==> config.mk <==
export PLATFORM = sky130hd
export DESIGN_NAME = pipe_stage_reg
export DESIGN_NICKNAME = d
export VERILOG_FILES = /design/src/rtl/pipe_pkg.sv /design/src/rtl/pipe_stage_entry_reg.sv /design/src/rtl/pipe_stage_reg.sv
export SDC_FILE = /design/constraint.sdc
export NUM_CORES = 1
export LEC_CHECK = 0
export CAP_MARGIN = 30
export CORE_ASPECT_RATIO = 0.9
export CORE_MARGIN = 1
export CORE_UTILIZATION = 40
export DETAILED_ROUTE_END_ITERATION = 10
export GPL_TIMING_DRIVEN = 0
export PLACE_DENSITY = 0.69
export RECOVER_POWER = 50
export SLEW_MARGIN = 10
export SYNTH_ARGS = -nofsm -noshare
export SYNTH_HDL_FRONTEND = slang
export SYNTH_SLANG_ARGS = --single-unit
==> constraint.sdc <==
create_clock -name clk -period 5.35 [get_ports clk]
set_input_delay 1.07 -clock clk [delete_from_list [all_inputs] [get_ports clk]]
set_output_delay 1.07 -clock clk [all_outputs]
set_load 0.01 [all_outputs]
==> src/rtl/pipe_pkg.sv <==
`default_nettype none
// ============================================================================
// Module      : pipe_pkg
// Description : Shared types and constants for the MIPS pipeline stage
//               registers: ExcCode values, default PCs, entry layout and
//               the older-exception-wins merge helper.
// Revision    : 1.0 - initial release
// ============================================================================
package pipe_pkg;

    localparam int          EXC_W              = 5;

    localparam logic [4:0]  EXC_NONE           = 5'd0;
    localparam logic [4:0]  EXC_INT            = 5'd0;
    localparam logic [4:0]  EXC_ADEL           = 5'd4;
    localparam logic [4:0]  EXC_ADES           = 5'd5;
    localparam logic [4:0]  EXC_SYSCALL        = 5'd8;
    localparam logic [4:0]  EXC_RI             = 5'd10;
    localparam logic [4:0]  EXC_OV             = 5'd12;

    localparam logic [31:0] RESET_PC_DEFAULT   = 32'h0000_3000;
    localparam logic [31:0] HANDLER_PC_DEFAULT = 32'h0000_4180;

    typedef struct packed {
        logic [31:0]      pc;
        logic [31:0]      instr;
        logic             bd;
        logic [EXC_W-1:0] exc;
    } stage_entry_t;

    localparam int ENTRY_W = $bits(stage_entry_t);

    // An exception raised by an older stage always outranks a local one.
    function automatic logic [EXC_W-1:0] merge_exc(input logic [EXC_W-1:0] older_exc,
                                                    input logic [EXC_W-1:0] local_exc);
        return (older_exc != EXC_NONE) ? older_exc : local_exc;
    endfunction

endpackage
`default_nettype wire

==> src/rtl/pipe_stage_entry_reg.sv <==
`default_nettype none
// ============================================================================
// Module      : pipe_stage_entry_reg
// Description : One loadable pipeline entry (pc/instr/bd/exc + payload).
//               Clearing turns it into a bubble; the PC is either replaced
//               with a supplied value or kept.
// Revision    : 1.0 - initial release
// ============================================================================
module pipe_stage_entry_reg
    import pipe_pkg::*;
#(
    parameter int PAYLOAD_W = 32
) (
    input  logic                 clk,
    input  logic                 i_clear,
    input  logic                 i_clear_pc_en,
    input  logic [31:0]          i_clear_pc,
    input  logic                 i_load,
    input  logic [ENTRY_W-1:0]   i_entry,
    input  logic [PAYLOAD_W-1:0] i_payload,
    output logic [ENTRY_W-1:0]   o_entry,
    output logic [PAYLOAD_W-1:0] o_payload
);

    stage_entry_t         r_entry;
    logic [PAYLOAD_W-1:0] r_payload;

    // Clear to bubble has priority over a load; data holds otherwise.
    always_ff @(posedge clk) begin
        if (i_clear) begin
            r_entry.instr <= '0;
            r_entry.bd    <= 1'b0;
            r_entry.exc   <= EXC_NONE;
            r_payload     <= '0;
            if (i_clear_pc_en) begin
                r_entry.pc <= i_clear_pc;
            end
        end else if (i_load) begin
            r_entry   <= stage_entry_t'(i_entry);
            r_payload <= i_payload;
        end
    end

    assign o_entry   = r_entry;
    assign o_payload = r_payload;

endmodule
`default_nettype wire

==> src/rtl/pipe_stage_reg.sv <==
`default_nettype none
// ============================================================================
// Module      : pipe_stage_reg
// Description : Generic inter-stage pipeline register with valid/ready
//               handshake and a one-entry skid buffer, so the ready seen by
//               the upstream stage is registered. Supports exception flush
//               (bubble at handler PC) and ordinary flush (bubble, PC kept).
//               Optional performance counters: define PIPE_STAGE_PERF_EN.
// Revision    : 1.0 - initial release
// ============================================================================
module pipe_stage_reg
    import pipe_pkg::*;
#(
    parameter int          PAYLOAD_W  = 32,
    parameter logic [31:0] RESET_PC   = RESET_PC_DEFAULT,
    parameter logic [31:0] HANDLER_PC = HANDLER_PC_DEFAULT
) (
    input  logic                 clk,
    input  logic                 reset,
    input  logic                 req,
    input  logic                 flush,
    input  logic                 in_valid,
    output logic                 in_ready,
    input  logic [31:0]          in_pc,
    input  logic [31:0]          in_instr,
    input  logic                 in_bd,
    input  logic [EXC_W-1:0]     in_exc,
    input  logic [EXC_W-1:0]     local_exc,
    input  logic [PAYLOAD_W-1:0] in_payload,
    output logic                 out_valid,
    input  logic                 out_ready,
    output logic [31:0]          out_pc,
    output logic [31:0]          out_instr,
    output logic                 out_bd,
    output logic [EXC_W-1:0]     out_exc,
`ifdef PIPE_STAGE_PERF_EN
    output logic [31:0]          perf_stall_cnt,
    output logic [31:0]          perf_bubble_cnt,
    output logic [15:0]          perf_flush_cnt,
`endif
    output logic [PAYLOAD_W-1:0] out_payload
);

    logic                 r_out_valid;
    logic                 r_skid_full;

    logic                 w_kill;
    logic                 w_clear;
    logic                 w_clear_pc_en;
    logic [31:0]          w_clear_pc;
    logic                 w_in_fire;
    logic                 w_advance;
    logic                 w_main_load;
    logic                 w_skid_load;
    stage_entry_t         w_in_entry;
    stage_entry_t         w_main_d;
    stage_entry_t         w_main_q;
    stage_entry_t         w_skid_q;
    logic [PAYLOAD_W-1:0] w_main_pl_d;
    logic [PAYLOAD_W-1:0] w_main_pl_q;
    logic [PAYLOAD_W-1:0] w_skid_pl_q;

    assign w_kill        = req | flush;
    assign w_clear       = !reset | w_kill;
    assign w_clear_pc_en = !reset | req;
    assign w_clear_pc    = !reset ? RESET_PC : HANDLER_PC;

    // Ready is the registered skid state, so it never depends on out_ready.
    assign in_ready  = !r_skid_full;
    assign w_in_fire = in_valid & !r_skid_full;
    assign w_advance = out_ready | !r_out_valid;

    assign w_in_entry.pc    = in_pc;
    assign w_in_entry.instr = in_instr;
    assign w_in_entry.bd    = in_bd;
    assign w_in_entry.exc   = merge_exc(in_exc, local_exc);

    // Skid contents are older than the current input, so they drain first.
    assign w_main_d    = r_skid_full ? w_skid_q    : w_in_entry;
    assign w_main_pl_d = r_skid_full ? w_skid_pl_q : in_payload;
    assign w_main_load = w_advance & (r_skid_full | w_in_fire);
    assign w_skid_load = !w_advance & w_in_fire;

    pipe_stage_entry_reg #(
        .PAYLOAD_W (PAYLOAD_W)
    ) u_main (
        .clk           (clk),
        .i_clear       (w_clear),
        .i_clear_pc_en (w_clear_pc_en),
        .i_clear_pc    (w_clear_pc),
        .i_load        (w_main_load),
        .i_entry       (w_main_d),
        .i_payload     (w_main_pl_d),
        .o_entry       (w_main_q),
        .o_payload     (w_main_pl_q)
    );

    pipe_stage_entry_reg #(
        .PAYLOAD_W (PAYLOAD_W)
    ) u_skid (
        .clk           (clk),
        .i_clear       (w_clear),
        .i_clear_pc_en (w_clear_pc_en),
        .i_clear_pc    (w_clear_pc),
        .i_load        (w_skid_load),
        .i_entry       (w_in_entry),
        .i_payload     (in_payload),
        .o_entry       (w_skid_q),
        .o_payload     (w_skid_pl_q)
    );

    // Occupancy tracking: reset > req > flush > handshake.
    always_ff @(posedge clk) begin
        if (!reset || w_kill) begin
            r_out_valid <= 1'b0;
            r_skid_full <= 1'b0;
        end else if (w_advance) begin
            r_out_valid <= r_skid_full | w_in_fire;
            r_skid_full <= 1'b0;
        end else if (w_in_fire) begin
            r_skid_full <= 1'b1;
        end
    end

    assign out_valid   = r_out_valid;
    assign out_pc      = w_main_q.pc;
    assign out_instr   = w_main_q.instr;
    assign out_bd      = w_main_q.bd;
    assign out_exc     = w_main_q.exc;
    assign out_payload = w_main_pl_q;

`ifdef PIPE_STAGE_PERF_EN
    logic [31:0] r_perf_stall_cnt;
    logic [31:0] r_perf_bubble_cnt;
    logic [15:0] r_perf_flush_cnt;

    // Stall and bubble counters saturate; flush event counter wraps.
    always_ff @(posedge clk) begin
        if (!reset) begin
            r_perf_stall_cnt  <= '0;
            r_perf_bubble_cnt <= '0;
            r_perf_flush_cnt  <= '0;
        end else begin
            if (r_out_valid && !out_ready && (r_perf_stall_cnt != 32'hFFFF_FFFF)) begin
                r_perf_stall_cnt <= r_perf_stall_cnt + 32'd1;
            end
            if (!r_out_valid && (r_perf_bubble_cnt != 32'hFFFF_FFFF)) begin
                r_perf_bubble_cnt <= r_perf_bubble_cnt + 32'd1;
            end
            if (w_kill) begin
                r_perf_flush_cnt <= r_perf_flush_cnt + 16'd1;
            end
        end
    end

    assign perf_stall_cnt  = r_perf_stall_cnt;
    assign perf_bubble_cnt = r_perf_bubble_cnt;
    assign perf_flush_cnt  = r_perf_flush_cnt;
`endif

endmodule
`default_nettype wire
==> results of run 1 <==
==> kinds of logic (layout without fill, tap and decap cells) <==
group           count (synthesis)  after routing  share of synthesized area
mux                            97             97                     0.1150
flops                         206            206                     0.5646
buf+inv                        79            337                    0.04729
compound gates                237            237                     0.1669
simple gates                  206            206                     0.1062
==> power by group <==
group | total [mW] | internal [mW] | switching, mW | leakage, nW
clock network | 1.47 | 0.857 | 0.618 | 0.348
logic | 0.313 | 0.162 | 0.151 | 1.92
registers | 1.67 | 1.65 | 0.0159 | 1.85
==> registers in the layout, summed over array words and instances (netlist names) <==
name,flops
u_skid.o_entry,70
out_valid,1
u_main.o_payload,32
r_skid_full,1
u_skid.o_payload,32
u_main.o_entry,70
==> metal layers <==
layer,vias up,global-route usage,part of all wire
met4,2,0.05159,0.020
met2,179,0.3504,0.47
met1,3270,0.2902,0.45
met3,41,0.03737,0.050
met5,-,0,0.00056
li1,3451,-,-
==> through the flow <==
stage | util | TNS, ps | cell area (sq um)
2_1_floorplan | - | 0 | 8439
3_3_place_gp | 0.5277 | -27960 | 10960
3_5_place_dp | 0.5296 | 0 | 11000
4_1_cts | 0.5634 | 0 | 11700
5_1_grt | 0.5598 | 0 | 11630
6_report | 0.5598 | 0 | 11630
==> final cells by class <==
type / count / area (sq um)
Buffer: 74 / 312.8
Clock buffer: 36 / 665.6
Clock inverter: 5 / 35.03
Fill cell: 1890 / 9144
Inverter: 5 / 18.77
Multi-Input combinational cell: 540 / 3282
Sequential cell: 206 / 4765
Tap cell: 286 / 357.8
Timing Repair Buffer: 217 / 2190
==> worst max-delay path: cells and delay by family <==
family | cells | cell delay, ps
simple gates | 3 | 1440
buf+inv | 2 | 1020
==> synthesized netlist by cell type <==
cell | n | area [sq um]
a211oi_1 | 66 | 495.5
a211oi_2 | 4 | 50.05
a21o_1 | 3 | 22.52
a21oi_1 | 142 | 710.7
a31oi_1 | 4 | 25.02
and3_1 | 28 | 175.2
and4bb_2 | 1 | 12.51
buf_1 | 1 | 3.750
buf_2 | 28 | 140.1
buf_4 | 2 | 15.01
buf_6 | 8 | 90.09
clkbuf_1 | 35 | 131.4
dfxtp_1 | 142 | 2843
edfxtp_1 | 64 | 1922
inv_1 | 5 | 18.77
mux2i_1 | 97 | 970.9
nand2_1 | 133 | 499.2
nand2b_1 | 1 | 6.260
nand3_1 | 3 | 15.01
nand4bb_1 | 1 | 11.26
nor2_1 | 29 | 108.9
nor2_2 | 1 | 6.260
nor2b_1 | 2 | 12.51
nor3_1 | 3 | 15.01
nor3b_2 | 1 | 12.51
nor4_1 | 1 | 6.260
o21a_1 | 1 | 7.510
o21ai_0 | 12 | 60.06
o31ai_1 | 5 | 37.54
or2_2 | 1 | 6.260
or3b_1 | 1 | 8.760
==> worst paths after layout <==
check / start / end / slack, ps
max: reset / u_main.o_entry[38] / 1930
min: u_skid.o_entry[21] / u_skid.o_entry[21] / 450
max reg2reg: r_skid_full / u_main.o_entry[38] / 2910
min reg2reg: u_skid.o_entry[21] / u_skid.o_entry[21] / 450
==> impl_metrics.ini, run 1 <==
[worst_setup_path]
required_ps = 5480
r2r_cells = 5
cp.arrival_ps = 3550
cp-end-kind = flip-flop
crit_chain = dlygate4sd3_1 -> nor3b_1 -> nand3_1 -> clkbuf_1 -> nand2_2
path_class = in2reg
critPathMaxStageDelay_ps = 690
start_kind = primary input
cpMaxStageDelayCell = dlygate4sd3_1
cp_max_fo = 32

[route]
drt_iter0_drc = 308
drtPass1Iterations = 4
vias = 6943
via_per_inst = 5.072
routedWlPerCell_um = 16.99
drt-total-wl_um = 23260
final_antenna_net_count = 0
drc_errors = 0

[global_route]
track_usage = 0.2131
grt_antenna_before_repair = 1
grt_start_max_net_pins = 33
grt_pass1_vias = 6732
grt_overflow = 0
grt_pass1_wl_um = 36140

[place]
port_buffers = 216
place.gp.congestion = 0.8004
dpl_worst_slack_ps = 1795
dp_hpwl_um = 16680
place_inst = 1328

[logic_synthesis]
synth_area_per_cell_sq_um = 10.23
syn_nets = 938
syn_inst = 825
ys_seq_area_frac = 0.5646
yosysUniqueCellTypes = 31
synth.cell_area_sq_um = 8439
synth_warnings = 0
synth_seq_cells = 206

[floorplanning]
dieArea_sq_um = 21680
coreArea_sq_um = 20770
initial_utilization = 0.4063
io_pins = 217
die_w_um = 155.1
die_h_um = 139.8
rows = 50

[sta]
fin_hold_ws_ps = 452.6
period_minus_slack_ps = 3417
rsz0062_at_grt = no
hold_violations = 0
finalWorstSetupSlack_ps = 1933
finalSetupViolCount = 0
final_max_slew_viol_count = 0
max_slew_margin = 0.4978
finClkSkew_ps = 16.09
worstMarginPinSlew_ps = 753.3
timing.final.crit_share = 0.6387
timing.fmax_ghz = 0.2926

[clocking]
clk_pin_slew_ps = 60
clockBufferDepth = 3
cts_root_buffer = clkbuf_16
cts_max_level = 1
postCtsHoldBufs = 0
cts_made_buffers = 23
cts_tree = yes
clock_latency_ps = 510
post-cts-setup-buffer-count = 0
ctsResizeCount = 0
numClockSinks = 206

[run_status]
status = completed

[pwr]
ir_drop_v = 0.0002073
leakagePower_nw = 4.118
totalPowerFinal_mw = 3.459
powerDensity_nw_per_um2 = 297.5

[layout]
instances_no_fill = 1369
syn2layout_area_growth_pct = 37.76
final_common_cell = clkdlybuf4s50_1
final_nets = 1180
final_cell_mix = 145 x clkdlybuf4s50_1, 142 x a21oi_1, 142 x dfxtp_1
num_antenna_cells = 0
drive_gt1_frac = 0.06002

[min_path]
min_path_type = reg2reg
whs_path_depth = 2

[run]
drv_cap = 0
(Power assumes the default switching activity.)
==> run 2, diff against run 1 <==
==> constraint.sdc (replaced) <==
create_clock -name clk -period 3.22 [get_ports clk]
set_input_delay 0.644 -clock clk [delete_from_list [all_inputs] [get_ports clk]]
set_output_delay 0.644 -clock clk [all_outputs]
set_load 0.01 [all_outputs]
==> impl_metrics.ini, run 2 (synthesis results as in run 1) <==
[min_path]
whs_path_depth = 2
min_to = u_skid.o_payload[11]
hold_start = u_skid.o_payload[11]
min_path_type = reg2reg

[pwr]
leakagePower_nw = 4.146
p_int_mw = 4.571
ir_drop_v = 0.0003078
comb_power_share = 0.089
powerDensity_nw_per_um2 = 502.8
totalPowerFinal_mw = 5.874
power_switching_mw = 1.304
p_clk_frac = 0.439
seqPwrFrac = 0.472
sw_frac_of_total = 0.2219

[global_route]
grt_start_max_net_pins = 33
grt_overflow = 0
grt_pass1_wl_um = 36950
grt_antenna_before_repair = 1
grt_pass1_vias = 6807
track_usage = 0.2162

[worst_setup_path]
rrSetupSlack_ps = 970
startpoint = reset
r2r-start = r_skid_full
required_ps = 3360
cp.arrival_ps = 2900
cp-end-kind = flip-flop
rr_endpoint = u_skid.o_entry[61]
cp_max_fo = 32
path_class = in2reg
r2r_cells = 6
start_kind = primary input

[layout]
final_common_cell = clkdlybuf4s50_1
final_nets = 1180
drive_gt1_frac = 0.06470
syn2layout_area_growth_pct = 38.44
final_cell_mix = 150 x clkdlybuf4s50_1, 142 x a21oi_1, 142 x dfxtp_1
nFillCells = 1933
fin_area_sq_um = 11680

[floorplanning]
coreArea_sq_um = 20770
dieArea_sq_um = 21680
io_pins = 217
die_h_um = 139.8
initial_utilization = 0.4063
die_w_um = 155.1
rows = 50

[run]
drv_cap = 0

[clocking]
cts_root_buffer = clkbuf_16
clock_latency_ps = 510
cts_made_buffers = 23
numClockSinks = 206
post-cts-setup-buffer-count = 0
postCtsHoldBufs = 0
ctsResizeCount = 0
clockBufferDepth = 3
cts_tree = yes
clk_pin_slew_ps = 60
cts_max_level = 1

[place]
dp_hpwl_um = 16630
place.gp.congestion = 0.7648
port_buffers = 216
dpl_worst_slack_ps = 91.21
place_area_sq_um = 11000

[sta]
timing.final.crit_share = 0.8585
period_minus_slack_ps = 2764
finalSetupViolCount = 0
max_slew_margin = 0.4879
timing.fmax_ghz = 0.3617
finClkSkew_ps = 9.386
worstMarginPinSlew_ps = 765.4
final_max_slew_viol_count = 0
hold_violations = 0
finalWorstSetupSlack_ps = 455.6
rsz0062_at_grt = no

[run_status]
status = completed

[route]
drt_iter0_drc = 265
drc_errors = 0
routedWlPerCell_um = 17.09
vias = 6980
drt-total-wl_um = 23400
via_per_inst = 5.099
final_antenna_net_count = 0
drtPass1Iterations = 5
run 2: cell types whose count changed in the layout (fill, tap and decap cells not counted), sizes merged, moves of 5 or more:
cell / previous run / this run
buf: 26 / 31
clkbuf: 85 / 78
clkdlybuf4s50: 145 / 150
dlygate4sd3: 71 / 66
run 2: power by group through the flow:
stage / clock, mW / sequential, mW / combinational, mW
2_1_floorplan: 0 / 2.86 / 0.181
3_3_place_gp: 0 / 2.83 / 0.535
3_5_place_dp: 0 / 2.83 / 0.545
4_1_cts: 2.62 / 2.78 / 0.547
5_1_grt: 2.72 / 2.78 / 0.564
6_report: 2.58 / 2.78 / 0.522
run 2: worst max-delay path by stage:
stage	end	slack, ps	depth (start not counted)
after floorplan	u_skid.o_entry[38]	100	4
after global placement	u_skid.o_entry[38]	-1310	5
after detailed placement	u_main.o_entry[55]	90	5
after CTS	u_main.o_entry[66]	620	5
after global routing	u_main.o_entry[62]	240	5
final	u_main.o_entry[42]	460	5
run 2: area by class of cell:
type / count / area [sq um] / area share
Tap cell: 286 / 357.8 / 0.03063
Clock buffer: 34 / 686.9 / 0.05879
Sequential cell: 206 / 4765 / 0.4078
Timing Repair Buffer: 217 / 2190 / 0.1874
Clock inverter: 6 / 58.81 / 0.005033
Inverter: 5 / 18.77 / 0.001606
Multi-Input combinational cell: 540 / 3267 / 0.2796
Buffer: 74 / 337.8 / 0.02891
Antenna cell: 1 / 2.502 / 0.0002142
run 2: critical path, stage by stage:
cell             delay [ps]
clkdlybuf4s50_1         630
nor3b_1                 440
nand3_1                 300
buf_2                   280
nand2_2                 590
run 2: per-stage QoR:
step | std cells | utilization | hold slack (ps) | TNS, ps
2_1_floorplan | 825 | - | 433.4 | 0
3_3_place_gp | 1327 | 0.5277 | 440.5 | -53870
3_5_place_dp | 1328 | 0.5296 | 446.0 | 0
4_1_cts | 1368 | 0.5655 | 453.8 | 0
5_1_grt | 1369 | 0.5625 | 467.0 | 0
6_report | 1369 | 0.5625 | 452.6 | 0
run 2: layer usage:
metal  track usage  wire, um
met1        0.2943     10830
met2        0.3487     10850
met5             0         0
met4       0.06618       582
met3       0.03893      1143
==> RTL change: new RTL, settings of run 2 <==
The option `PIPE_STAGE_PERF_EN` is turned on by a define.
--- a/src/rtl/pipe_stage_reg.sv
+++ b/src/rtl/pipe_stage_reg.sv
@@ -8,6 +8,8 @@
 //               Optional performance counters: define PIPE_STAGE_PERF_EN.
 // Revision    : 1.0 - initial release
 // ============================================================================
+`define PIPE_STAGE_PERF_EN
+
 module pipe_stage_reg
     import pipe_pkg::*;
 #(
Function (old outputs only; new: perf_bubble_cnt, perf_flush_cnt and perf_stall_cnt): kept (Yosys induction, for registers that start in step).
==> RTL change against run 2 <==
Routed wire length grew 51%. Setup slack worse by 0.22 ns. Die area increased by 43%. Final area grew 41%. Fmax fell by 7.2%. Synthesized area rose by 43%. Power is 30% higher. Register-to-register slack got worse by 0.65 ns. Sequential cell count is 80 higher. Critical endpoint is now perf_stall_cnt[21]. Largest power group unchanged.
==> RTL change: results (changes against run 2) <==
metric,value,unit,change
run status,finished clean,,
overall global routing resource usage,0.2225,,+0.006217
count of placed standard cells including taps,1985,,+49%
net switching power,1.743,mW,+34%
met3 WL post-DR,3.433,mm,+200%
antenna violations before repair,2,,+1
post-route clock skew,0.01209,ns,+0.002703 ns
reg-to-reg endpoint,perf_stall_cnt[9],,
CTS Buf Count,30,,+30%
routed via count,10831,,+55%
Hold Slack,0.4499,ns,-0.002761 ns
Hold Path Origin,u_main.o_entry[2],,
startpoint of the worst register-to-register path,perf_stall_cnt[27],,
worst-margin pin slew,1.213,ns,+0.4474 ns
routed wire length,35.27,mm,+51%
count of input and output buffers,296,,+37%
post-cts gate resize count,1,,+1
maximum vdd ir drop,468.8,µV,+52%
insertion delay to the later sink of the worst-skew pair,0.55,ns,+0.04 ns
top cell types by occurrence after synthesis,"222 x sky130_fd_sc_hd__dfxtp_1, 188 x sky130_fd_sc_hd__nand2_1, 145 x sky130_fd_sc_hd__nor2_1",,
via count of the first global-routing pass,10233,,+50%
Synth Net Count,1401,,+49%
highest metal layer with signal wires,met5,,
met1 layer wirelength in the final routing,15.38,mm,+42%
met3 Track Usage GR,0.07063,,+0.03170
DR WL/cell,17.30,µm,+1.2%
Synth cell types,53,,+71%
RTL change: cell types whose count changed after synthesis, moves of 23 or more:
| cell | delta |
|---|---|
| sky130_fd_sc_hd__clkbuf_1 | +23 |
| sky130_fd_sc_hd__or3_1 | +31 |
| sky130_fd_sc_hd__o21ai_0 | +24 |
| sky130_fd_sc_hd__a21oi_1 | -27 |
| sky130_fd_sc_hd__nand2_1 | +55 |
| sky130_fd_sc_hd__nor2_1 | +116 |
| sky130_fd_sc_hd__dfxtp_1 | +80 |
RTL change: final cells by class:
cell class | count | area, µm² | area share
plain buffers | 84 | 336.6 | 0.02043
clock buffers | 38 | 822.0 | 0.04990
clock inverters | 15 | 96.34 | 0.005848
inverters | 9 | 33.78 | 0.002051
multi-input cells | 906 | 5304 | 0.3220
flip-flops and latches | 286 | 6366 | 0.3865
well taps | 403 | 504.2 | 0.03061
repair buffers | 298 | 3010 | 0.1827
RTL change: kinds of logic (layout without fill, tap and decap cells):
logic type | count (synthesis) | in the layout | share of synthesized area
xor gates and xnor gates | 26 | 26 | 0.01882
AOI/OAI and AO/OA | 268 | 268 | 0.1346
DFF | 286 | 286 | 0.5261
buffers and inverters | 93 | 444 | 0.03133
and+or+nand+nor | 506 | 506 | 0.2008
muxes | 103 | 103 | 0.08520
adders and majority gates | 3 | 3 | 0.003102
RTL change: worst max-delay path, cell delays in order:
cell and delay [ns]:
sky130_fd_sc_hd__clkdlybuf4s50_1 0.43, sky130_fd_sc_hd__nand2b_1 0.15, sky130_fd_sc_hd__clkbuf_1 0.28, sky130_fd_sc_hd__nor4_1 0.78, sky130_fd_sc_hd__o311ai_0 0.56, sky130_fd_sc_hd__or3_1 0.45, sky130_fd_sc_hd__a21oi_1 0.16
